===== config.mk =====
export PLATFORM = sky130hd
export DESIGN_NAME = event_queue_arbiter_flat
export DESIGN_NICKNAME = d
export VERILOG_FILES = /design/src/rtl/event_queue_arbiter_if.sv /design/src/rtl/event_queue_arbiter.sv /design/src/flat_wrapper.sv
export SDC_FILE = /design/constraint.sdc
export NUM_CORES = 1
export LEC_CHECK = 0
export CAP_MARGIN = 0
export CORE_MARGIN = 2
export CORE_UTILIZATION = 39
export CTS_CLUSTER_SIZE = 10
export DETAILED_ROUTE_END_ITERATION = 16
export DONT_BUFFER_PORTS = 1
export GPL_ROUTABILITY_DRIVEN = 0
export PLACE_DENSITY = 0.49
export SLEW_MARGIN = 40
export SYNTH_ARGS = -nofsm -noshare
export SYNTH_HDL_FRONTEND = slang
export SYNTH_SLANG_ARGS = --single-unit

===== constraint.sdc =====
create_clock -name clk -period 3.1 [get_ports clk]
set_input_delay 0.155 -clock clk [delete_from_list [all_inputs] [get_ports clk]]
set_output_delay 0.155 -clock clk [all_outputs]
set_load 0.1 [all_outputs]

===== src/rtl/event_queue_arbiter_if.sv =====
// rtl/event_queue_arbiter_if.sv - write-event / read-request bundle for event_queue_arbiter
interface event_queue_arbiter_if #(
  parameter int NCH   = 4,
  parameter int DEPTH = 32
);
  localparam int CW  = $clog2(DEPTH + 1);
  localparam int CHW = (NCH > 1) ? $clog2(NCH) : 1;

  logic                live_rising;
  logic [NCH-1:0]      w_complete;
  logic                r_submit;
  logic                r_request;
  logic [CHW-1:0]      r_ch;
  logic [NCH*CW-1:0]   nqueue;
  logic [NCH-1:0]      full;
  logic [NCH-1:0]      overflow;
  logic                proto_err;

  modport master (
    output live_rising, w_complete, r_submit,
    input  r_request, r_ch, nqueue, full, overflow, proto_err
  );

  modport slave (
    input  live_rising, w_complete, r_submit,
    output r_request, r_ch, nqueue, full, overflow, proto_err
  );
endinterface


===== src/rtl/event_queue_arbiter.sv =====
// rtl/event_queue_arbiter.sv - per-channel event occupancy counters with round-robin read request
module event_queue_arbiter #(
  parameter int NCH   = 4,
  parameter int DEPTH = 32
) (
  input  logic                clk,
  input  logic                rst_n,
  event_queue_arbiter_if.slave eq
);
  localparam int CW  = $clog2(DEPTH + 1);
  localparam int CHW = (NCH > 1) ? $clog2(NCH) : 1;

  typedef enum logic [1:0] {IDLE, REQ, ARB} state_t;

  state_t          r_state, w_state_nxt;
  logic [CW-1:0]   r_cnt [NCH];
  logic [CHW-1:0]  r_ptr, w_ptr_nxt;
  logic [CHW-1:0]  r_chq, w_ch_nxt, w_win;
  logic            r_req, w_req_nxt, w_any;
  logic [NCH-1:0]  r_ovf, w_full, w_dec;
  logic            r_perr, w_valid;
  logic [NCH*CW-1:0] w_nq;

  assign w_valid = eq.r_submit & r_req;

  genvar g;
  generate
    for (g = 0; g < NCH; g++) begin : g_ch
      assign w_full[g]            = (r_cnt[g] == CW'(DEPTH));
      assign w_dec[g]             = w_valid & (r_chq == CHW'(g));
      assign w_nq[g*CW +: CW]     = r_cnt[g];
    end
  endgenerate

  // First non-empty channel at or after the pointer, wrapping.
  always_comb begin
    logic [CHW-1:0] idx;
    w_win = '0;
    w_any = 1'b0;
    idx   = '0;
    for (int off = 0; off < NCH; off++) begin
      idx = ((int'(r_ptr) + off) >= NCH) ? CHW'(int'(r_ptr) + off - NCH)
                                         : CHW'(int'(r_ptr) + off);
      if (!w_any && (r_cnt[idx] != '0)) begin
        w_any = 1'b1;
        w_win = idx;
      end
    end
  end

  always_comb begin
    w_state_nxt = r_state;
    w_req_nxt   = r_req;
    w_ch_nxt    = r_chq;
    w_ptr_nxt   = r_ptr;
    case (r_state)
      IDLE, ARB: begin
        w_req_nxt = 1'b0;
        if (w_any) begin
          w_state_nxt = REQ;
          w_req_nxt   = 1'b1;
          w_ch_nxt    = w_win;
        end else begin
          w_state_nxt = IDLE;
        end
      end
      REQ: begin
        if (eq.r_submit) begin
          w_state_nxt = ARB;
          w_req_nxt   = 1'b0;
          w_ptr_nxt   = (r_chq == CHW'(NCH - 1)) ? '0 : r_chq + 1'b1;
        end
      end
      default: begin
        w_state_nxt = IDLE;
        w_req_nxt   = 1'b0;
      end
    endcase
  end

  always_ff @(posedge clk or negedge rst_n) begin
    if (!rst_n) begin
      r_state <= IDLE;
      r_req   <= 1'b0;
      r_chq   <= '0;
      r_ptr   <= '0;
      r_ovf   <= '0;
      r_perr  <= 1'b0;
      for (int i = 0; i < NCH; i++) r_cnt[i] <= '0;
    end else if (eq.live_rising) begin
      r_state <= IDLE;
      r_req   <= 1'b0;
      r_chq   <= '0;
      r_ptr   <= '0;
      r_ovf   <= '0;
      r_perr  <= 1'b0;
      for (int i = 0; i < NCH; i++) r_cnt[i] <= {{(CW-1){1'b0}}, eq.w_complete[i]};
    end else begin
      r_state <= w_state_nxt;
      r_req   <= w_req_nxt;
      r_chq   <= w_ch_nxt;
      r_ptr   <= w_ptr_nxt;
      r_perr  <= r_perr | (eq.r_submit & ~r_req);
      // A write and a granted read on the same channel cancel, even when full.
      for (int i = 0; i < NCH; i++) begin
        if (eq.w_complete[i] && !w_dec[i]) begin
          if (w_full[i]) r_ovf[i] <= 1'b1;
          else           r_cnt[i] <= r_cnt[i] + 1'b1;
        end else if (!eq.w_complete[i] && w_dec[i] && (r_cnt[i] != '0)) begin
          r_cnt[i] <= r_cnt[i] - 1'b1;
        end
      end
    end
  end

  assign eq.r_request = r_req;
  assign eq.r_ch      = r_chq;
  assign eq.nqueue    = w_nq;
  assign eq.full      = w_full;
  assign eq.overflow  = r_ovf;
  assign eq.proto_err = r_perr;
endmodule


===== src/flat_wrapper.sv =====
// flat-port wrapper written by rule: the top's interface ports become plain ports
module event_queue_arbiter_flat 
#(
  parameter int NCH   = 4,
  parameter int DEPTH = 32
)
  (clk, rst_n, eq_live_rising, eq_w_complete, eq_r_submit, eq_r_request, eq_r_ch, eq_nqueue, eq_full, eq_overflow, eq_proto_err);
  event_queue_arbiter_if #(.NCH(NCH), .DEPTH(DEPTH)) eq_i ();
  input  logic clk;
  input  logic rst_n;
  input wire logic [$bits(eq_i.live_rising)-1:0] eq_live_rising;
  input wire logic [$bits(eq_i.w_complete)-1:0] eq_w_complete;
  input wire logic [$bits(eq_i.r_submit)-1:0] eq_r_submit;
  output wire logic [$bits(eq_i.r_request)-1:0] eq_r_request;
  output wire logic [$bits(eq_i.r_ch)-1:0] eq_r_ch;
  output wire logic [$bits(eq_i.nqueue)-1:0] eq_nqueue;
  output wire logic [$bits(eq_i.full)-1:0] eq_full;
  output wire logic [$bits(eq_i.overflow)-1:0] eq_overflow;
  output wire logic [$bits(eq_i.proto_err)-1:0] eq_proto_err;
  assign eq_i.live_rising = eq_live_rising;
  assign eq_i.w_complete = eq_w_complete;
  assign eq_i.r_submit = eq_r_submit;
  assign eq_r_request = eq_i.r_request;
  assign eq_r_ch = eq_i.r_ch;
  assign eq_nqueue = eq_i.nqueue;
  assign eq_full = eq_i.full;
  assign eq_overflow = eq_i.overflow;
  assign eq_proto_err = eq_i.proto_err;
  event_queue_arbiter #(.NCH(NCH), .DEPTH(DEPTH)) u_core (.clk(clk), .rst_n(rst_n), .eq(eq_i));
endmodule

==> results of run 1 <==
==> cell type report <==
type	instances	area share, %
clock inverters	3	0.488
well taps	77	3.13
clock buffers	5	2.24
repair buffers	38	10.5
multi-input cells	222	53.1
inverters	15	1.83
flip-flops and latches	35	28.7
==> flip-flops by register name (all words and copies together), names as in the netlist <==
signal and cells:
u_core.r_ptr 2, u_core.r_state 1, u_core.eq.proto_err 1, u_core.eq.r_request 1, u_core.eq.overflow 4, u_core.eq.nqueue 24
u_core.eq.r_ch 2
==> synth_stat cells, types with 2 or more instances <==
cell,n
sky130_fd_sc_hd__dfrtp_1,35
sky130_fd_sc_hd__nand2_1,31
sky130_fd_sc_hd__ha_1,23
sky130_fd_sc_hd__a21oi_1,22
sky130_fd_sc_hd__nor2_1,20
sky130_fd_sc_hd__inv_1,15
sky130_fd_sc_hd__o21ai_0,12
sky130_fd_sc_hd__nand3_1,9
sky130_fd_sc_hd__xnor2_1,9
sky130_fd_sc_hd__nor3_1,8
sky130_fd_sc_hd__a31oi_1,6
sky130_fd_sc_hd__or3_1,6
sky130_fd_sc_hd__a211oi_1,5
sky130_fd_sc_hd__nor2b_1,5
sky130_fd_sc_hd__o21a_1,5
sky130_fd_sc_hd__o21ai_1,5
sky130_fd_sc_hd__a21o_1,4
sky130_fd_sc_hd__clkbuf_1,4
sky130_fd_sc_hd__fa_1,4
sky130_fd_sc_hd__mux2i_1,4
sky130_fd_sc_hd__or4_4,4
sky130_fd_sc_hd__mux2_2,3
sky130_fd_sc_hd__nor3b_2,3
sky130_fd_sc_hd__o22ai_1,3
sky130_fd_sc_hd__xor2_1,3
sky130_fd_sc_hd__nand3b_1,2
sky130_fd_sc_hd__nor3_2,2
sky130_fd_sc_hd__o22a_2,2
sky130_fd_sc_hd__or2_1,2
sky130_fd_sc_hd__or3b_1,2
==> per-layer routing <==
layer	track usage, %	part of all wire, %	vias to the layer above
met5	0	0	-
met4	4.76	1.1	0
met3	3.60	3.8	7
met2	28.5	45	30
met1	24.4	50	1019
li1	-	-	1078
==> kinds of logic after synthesis <==
| kind of cell | count (synthesis) |
|---|---|
| simple gates | 100 |
| compound gates | 75 |
| flops | 35 |
| fa+ha+maj | 27 |
| buf+inv | 19 |
| xor+xnor | 12 |
| mux | 8 |
==> how the worst min path moves through the flow <==
stage | startpoint | depth (start not counted) | end | slack, ns
after floorplan | rst_n | 0 | u_core.eq.nqueue[0]$_DFFE_PN0P_ | -0.14
after global placement | rst_n | 0 | u_core.eq.nqueue[19]$_DFFE_PN0P_ | -0.14
after detailed placement | rst_n | 0 | u_core.eq.nqueue[19]$_DFFE_PN0P_ | -0.14
after CTS | eq_r_submit | 2 | u_core.eq.r_request$_DFFE_PN0P_ | 0.02
after global routing | eq_r_submit | 2 | u_core.eq.r_request$_DFFE_PN0P_ | 0.01
final | eq_r_submit | 2 | u_core.eq.r_request$_DFFE_PN0P_ | 0.03
==> power breakdown <==
part           switching [W]  leakage, nW  internal (W)
sequential          0.000109        0.456      0.000525
clock               0.000181       0.0477      0.000154
combinational       0.000910        0.921      0.000407
total                0.00120         1.42       0.00109
==> what timing repair did <==
action | CTS | global route
hold buffers | 7 | 0
endpoints found under the hold margin | 70 | 0
setup buffers | 0 | 0
==> metrics by stage <==
stage | cell area, sq um | utilization [%] | hold slack [ns] | power, W
6_report | 3080 | 48.4 | 0.0261 | 0.00229
5_1_grt | 3080 | 48.4 | 0.0121 | 0.00244
4_1_cts | 3070 | 48.4 | 0.0170 | 0.00232
3_5_place_dp | 2900 | 45.6 | -0.140 | 0.00194
3_3_place_gp | 2900 | 45.6 | -0.140 | 0.00193
2_1_floorplan | 2580 | - | -0.141 | 0.00170
==> results by group, run 1 <==
Clock network
  – Worst-case clock buffer depth: 2
  – Num Clock Sinks: 35
  – Clock-pin slew reported for the worst setup and hold paths after clock tree synthesis: roughly 0.08 ns
  – Insertion delay of the later-clocked pin in the worst-skew pair: about 0.30 ns
  – Max H-tree Level: 2
  – TritonCTS clock tree: yes
  – Clock root buffer: sky130_fd_sc_hd__clkbuf_8
  – Cells resized by post-CTS repair: 0
  – Number of clock buffers inserted by TritonCTS: 5

Min path
  – Worst min-delay path category: in2reg

Synthesis
  – Adder-cell share of the synthesized area: between 10 and 15%
  – Library cell occupying the most area in the post-synthesis netlist: sky130_fd_sc_hd__dfrtp_1
  – Largest family of logic cells by synthesized area: simple AND/OR/NAND/NOR gates
  – Net Count, Synth: just over 300
  – Mapped Area: ~2600 sq um
  – Yosys top cell area share: ~34%
  – Avg Cell Area, Syn: slightly above 9 sq um
  – Compound-gate portion of the synthesized area: approximately a fifth
  – Dominant cells by area after synthesis: sky130_fd_sc_hd__dfrtp_1, sky130_fd_sc_hd__ha_1, sky130_fd_sc_hd__nand2_1
  – Yosys cell types: between 40 and 50
  – Number of instances in the synthesized netlist: about 280
  – Register area share after synthesis: 34.2%
  – Prevailing post-synth register cell: sky130_fd_sc_hd__dfrtp_1
  – Number of enable flip-flop cells after synthesis: 0
  – Synth Area in XOR/XNOR: 4.10%
  – Yosys warns: 0
  – Number of register bits inferred by synthesis: 35
  – Fraction of registers with async set or reset after synthesis: 100%
  – Mux cell area share after synthesis: ~3.8%
  – Simple-gate portion of the synthesized area: a little over a fifth

Floorplanning
  – IO Count: between 40 and 50
  – Initial core utilization: 40.4%
  – Core ar.: 6350 sq um
  – Y dimension of the die: ~85 um
  – Number of rows created at floorplan: 29
  – Die outline area: between 7000 and 8000 sq um
  – Die span in x: 85.1 um

STA
  – Headroom to the max-slew limit: between 60 and 70%
  – Clock Skew: 0.00889 ns
  – Fraction of the cycle the final worst path needs: between 80 and 90%
  – Final setup slack of the worst path: around 0.53 ns
  – Setup Viol. Count Final: 0
  – F_max: roughly 390 MHz
  – Setup TNS after final layout: 0 ns
  – Hold violation total from the final report: 0
  – Setup repair after global routing missed its margin: no
  – Worst-margin pin slew: between 0.4 and 0.5 ns
  – Max-slew violation count: 0
  – Fin crit period: about 2.6 ns

GRT
  – Total grt overflow: 0
  – Number of antenna violations at the first check in global routing: 0
  – Pin count of the biggest net entering global routing: 40
  – Number of global-route vias before repair: between 2k and 2.5k
  – Wire length of the first global-routing pass: ~10,000 um
  – Tot GR Track Use: approximately 18%

Pwr
  – Areal power density over the cells: approximately 740 nW/um^2
  – Peak ir drop on the vdd network: between 0.0003 and 0.0004 V
  – Lkg Pwr: between 1 and 1.5 nW

Worst setup path
  – WP buf/inv: 1
  – Data required time of the worst path: roughly 3.3 ns
  – CP Cell Sequence: inv_1 > ha_1 > nand3_1 > nand2_1 > ha_1 > a21oi_1 > nand2_1 > a31oi_1 > mux2_2 > a31oi_1
  – Kind of start point of the critical path: flip-flop
  – Worst R2R End: u_core.eq.nqueue[11]$_DFFE_PN0P_
  – Worst R2R Start: u_core.eq.r_ch[1]$_DFFE_PN0P_
  – Number of cells on the critical path: 10
  – CP peak stage delay: 0.45 ns
  – Reg-to-reg setup timing slack: between 0.5 and 0.6 ns
  – Endpoint kind of the worst setup timing path: flip-flop
  – Category of the most critical setup path: reg2reg
  – CP Launch Point: u_core.eq.r_ch[1]$_DFFE_PN0P_
  – Top Family by Delay on Critical Path: adder cells
  – Capturing element of the worst setup path: u_core.eq.nqueue[11]$_DFFE_PN0P_
  – Biggest fanout along the worst timing path: 10
  – Critical-path top delay cell: sky130_fd_sc_hd__dfrtp_1
  – Number of cells on the worst reg-to-reg path: 10
  – Arrival time reported for the critical path endpoint: between 2 and 3 ns

Routing
  – Number of detailed-route iterations in the first pass: 4
  – Post-Route WL: 5970 um
  – Drt via density: between 5 and 6
  – Vias after detailed routing: 2,134
  – Per-cell routed wire length: ~15 um
  – DR iter-0 viols: 95
  – Antenna Nets Post-Route: 0
  – # DRC: 0

Placed design
  – Pre-CTS setup slack: 0.553 ns
  – Placed insts: between 300 and 400
  – HPWL reported at the end of detailed placement: roughly 4300 um
  – Port-buffer cells: 0

Flow run
  – Max-capacitance violation count: 0

Cells and area
  – Layout cells sized above 1: 22.0%
  – Most frequent cells in the layout: sky130_fd_sc_hd__nand2_1, sky130_fd_sc_hd__buf_4, sky130_fd_sc_hd__dfrtp_1
  – Number of standard cells in the final layout excluding fillers: between 300 and 400
  – Post-synthesis to final-layout area growth: 20.0%
  – Final Net Count: 352
  – Final-layout fill cell count: 611
  – Combined area of the multi-input logic cells: 1630 sq um
  – FF+latch area: 882 sq um
  – Number of antenna cells inserted: 0

Status
  – Result of the run: complete, no violations
No activity file was read; power rests on OpenSTA's default activity.
==> run 2, diff against run 1 <==
--- a/config.mk
+++ b/config.mk
@@ -12,7 +12,7 @@
 export DETAILED_ROUTE_END_ITERATION = 16
 export DONT_BUFFER_PORTS = 1
 export GPL_ROUTABILITY_DRIVEN = 0
-export PLACE_DENSITY = 0.49
+export PLACE_DENSITY = 0.51
 export SLEW_MARGIN = 40
 export SYNTH_ARGS = -nofsm -noshare
 export SYNTH_HDL_FRONTEND = slang
==> constraint.sdc (replaced) <==
create_clock -name clk -period 2.3 [get_ports clk]
set_input_delay 0.115 -clock clk [delete_from_list [all_inputs] [get_ports clk]]
set_output_delay 0.115 -clock clk [all_outputs]
set_load 0.1 [all_outputs]
==> results by group, run 2 (synthesis gave the netlist of run 1 again) <==
Pwr
  – Lkg Pwr: 1.58 nW (+11%)
  – Peak ir drop on the vdd network: 0.000553 V (+49%)
  – Areal power density over the cells: 936 nW/um^2 (+26%)

STA
  – Clock Skew: 0.0145 ns (+0.00564 ns)
  – Setup repair after global routing missed its margin: yes
  – Fin crit period: 2.27 ns (-0.303 ns)
  – Setup Viol. Count Final: 0 (unchanged)
  – Fraction of the cycle the final worst path needs: 98.6% (+16 points)
  – Hold violation total from the final report: 0 (unchanged)
  – Worst-margin pin slew: 0.453 ns (-0.0436 ns)
  – Worst hold margin: 0.0272 ns (+0.00110 ns)
  – F_max: 441 MHz (+13%)
  – Max-slew violation count: 0 (unchanged)
  – Headroom to the max-slew limit: 69.8% (+2.9 points)

Cells and area
  – Number of antenna cells inserted: 0 (unchanged)
  – Flip-flop count of the largest register after layout: 24 (unchanged)
  – Most common cell after layout, fill and taps aside: sky130_fd_sc_hd__buf_4
  – Combined area of the multi-input logic cells: 1900 sq um (+16%)
  – Design Area, Final: 3630 sq um (+18%)
  – Final-layout fill cell count: 574 (-6.1%)
  – Most frequent cells in the layout: sky130_fd_sc_hd__buf_4, sky130_fd_sc_hd__nand2_1, sky130_fd_sc_hd__nor2_1
  – Layout cells sized above 1: 43.5% (+21 points)
  – FF+latch area: 916 sq um (+3.8%)
  – Post-synthesis to final-layout area growth: 41.6%
  – Final Net Count: 386 (+9.7%)

Worst setup path
  – Critical-path top delay cell: sky130_fd_sc_hd__dfrtp_4
  – WP buf/inv: 3 (+2)
  – Endpoint kind of the worst setup timing path: flip-flop
  – Arrival time reported for the critical path endpoint: 2.44 ns (-0.34 ns)
  – CP Cell Sequence: buf_4 > ha_4 > nand3_2 > nand2_4 > buf_4 > inv_2 > fa_2 > nor2b_1 > o21a_1 > or3_1 > nand3_1 > a21oi_1
  – Top Family by Delay on Critical Path: simple AND/OR/NAND/NOR gates
  – Biggest fanout along the worst timing path: 6 (-4)
  – CP peak stage delay: 0.51 ns (+0.06 ns)
  – Kind of start point of the critical path: flip-flop
  – Category of the most critical setup path: reg2reg
  – Data required time of the worst path: 2.47 ns (-0.84 ns)
  – Most used cell along the critical path: sky130_fd_sc_hd__buf_4

Floorplanning
  – Y dimension of the die: 85.1 um (unchanged)
  – Core ar.: 6350 sq um (unchanged)
  – Number of rows created at floorplan: 29 (unchanged)
  – Die outline area: 7240 sq um (unchanged)
  – Initial core utilization: 40.4% (unchanged)
  – IO Count: 44 (unchanged)
  – Die span in x: 85.1 um (unchanged)

Clock network
  – Num Clock Sinks: 35 (unchanged)
  – Insertion delay of the later-clocked pin in the worst-skew pair: 0.30 ns (about the same)
  – TritonCTS clock tree: yes
  – Worst-case clock buffer depth: 2 (unchanged)
  – Clock-pin slew reported for the worst setup and hold paths after clock tree synthesis: 0.08 ns (about the same)
  – Clock root buffer: sky130_fd_sc_hd__clkbuf_8
  – Max H-tree Level: 2 (unchanged)
  – Number of clock buffers inserted by TritonCTS: 5 (unchanged)

Routing
  – # DRC: 0 (unchanged)
  – Post-Route WL: 6800 um (+14%)
  – Number of detailed-route iterations in the first pass: 4 (unchanged)
  – Vias after detailed routing: 2,323 (+8.9%)
  – Drt via density: 5.41 (+0.23%)
  – DR iter-0 viols: 87 (-8.4%)
  – Per-cell routed wire length: 15.8 um (+4.9%)
  – Antenna Nets Post-Route: 0 (unchanged)

GRT
  – Number of antenna violations at the first check in global routing: 0 (unchanged)
  – Number of global-route vias before repair: 2,232 (+6.4%)
  – Pin count of the biggest net entering global routing: 40 (unchanged)
  – Wire length of the first global-routing pass: 11,000 um (+6.1%)
  – Total grt overflow: 0 (unchanged)
  – Tot GR Track Use: 18.8% (+1.1 points)

Placed design
  – HPWL reported at the end of detailed placement: 4520 um (+4.0%)
  – Total cell area at the placement stage: 3210 sq um (+11%)
  – Port-buffer cells: 0 (unchanged)

Status
  – Result of the run: complete, no violations

Flow run
  – Max-capacitance violation count: 0 (unchanged)

Min path
  – Worst min-delay path category: in2reg
[run 2: cell count changes in the layout (fill, tap and decap cells not counted), moves of 6 or more]
cell / before / now
sky130_fd_sc_hd__buf_4: 31 / 63
sky130_fd_sc_hd__dfrtp_4: 0 / 6
sky130_fd_sc_hd__ha_1: 23 / 14
sky130_fd_sc_hd__dfrtp_1: 30 / 15
sky130_fd_sc_hd__dfrtp_2: 5 / 14
sky130_fd_sc_hd__ha_4: 0 / 8
sky130_fd_sc_hd__inv_1: 15 / 9
sky130_fd_sc_hd__nand2_1: 31 / 25
[run 2: layout make-up]
class                      count  share of cell area (%)
timing repair buffer          71                    15.8
clock buffer                   8                    2.21
sequential                    35                    25.2
tap                           77                    2.66
inverter                      15                    1.76
multi-input combinational    223                    52.3
[run 2: timing repair]
action / 4_1_cts / 5_1_grt
pin swaps: 6 / 17
hold buffers: 8 / 0
buffers inserted: 7 / 5
hold endpoints to repair: 70 / 0
gates cloned: 1 / 0
gates resized for setup: 5 / 26
setup endpoints to repair: 5 / 9
[run 2: power by group]
group          leakage, nW  internal (W)  total, W  switching (W)
registers            0.435      0.000728  0.000869       0.000141
logic                 1.11      0.000729   0.00208        0.00135
clock network       0.0395      0.000216  0.000447       0.000232
total                 1.58       0.00167   0.00340        0.00172
[run 2: worst paths after layout]
| check | from | end | slack, ns | cells past startpoint |
|---|---|---|---|---|
| max reg2reg | u_core.eq.r_ch[0]$_DFFE_PN0P_ | u_core.eq.nqueue[22]$_DFFE_PN0P_ | 0.03 | 12 |
| max | u_core.eq.r_ch[0]$_DFFE_PN0P_ | u_core.eq.nqueue[22]$_DFFE_PN0P_ | 0.03 | 12 |
| max in group asynchronous | rst_n | u_core.eq.r_ch[1]$_DFFE_PN0P_ | 1.81 | 2 |
| min reg2reg | u_core.eq.overflow[0]$_DFFE_PN0P_ | u_core.eq.overflow[0]$_DFFE_PN0P_ | 0.51 | 2 |
| min | eq_live_rising | u_core.eq.r_ch[0]$_DFFE_PN0P_ | 0.03 | 2 |
| min in group asynchronous | rst_n | u_core.eq.nqueue[16]$_DFFE_PN0P_ | 0.26 | 2 |
[run 2: worst reg2reg max path: cells and delay by family (launching register included)]
family,cells,cell delay (ns)
buffers and inverters,3,0.37
AND/OR/NAND/NOR,5,0.64
flip-flops,1,0.51
adder cells (fa/ha/maj),2,0.37
AO/OA/AOI/OAI,2,0.25
[run 2: layer usage]
layer  vias to the layer above  global-route usage (%)  part of all wire (%)
li1                       1161                       -                     -
met1                      1110                    25.9                    47
met2                        43                    29.9                    47
met3                         9                    4.38                   4.3
met4                         0                    4.76                   1.4
met5                         -                       0                     0
[run 2: through the flow]
stage	worst slack [ns]	util [%]	std cells	TNS [ns]	total power (W)
after floorplan	-0.485	-	276	-7.39	0.00238
after global placement	0.0113	50.6	400	0	0.00277
after detailed placement	-0.0301	50.6	400	-0.0576	0.00277
after CTS	0.00413	54.8	424	0	0.00332
after global routing	-0.0727	57.1	429	-0.345	0.00359
final	0.0319	57.1	429	0	0.00340
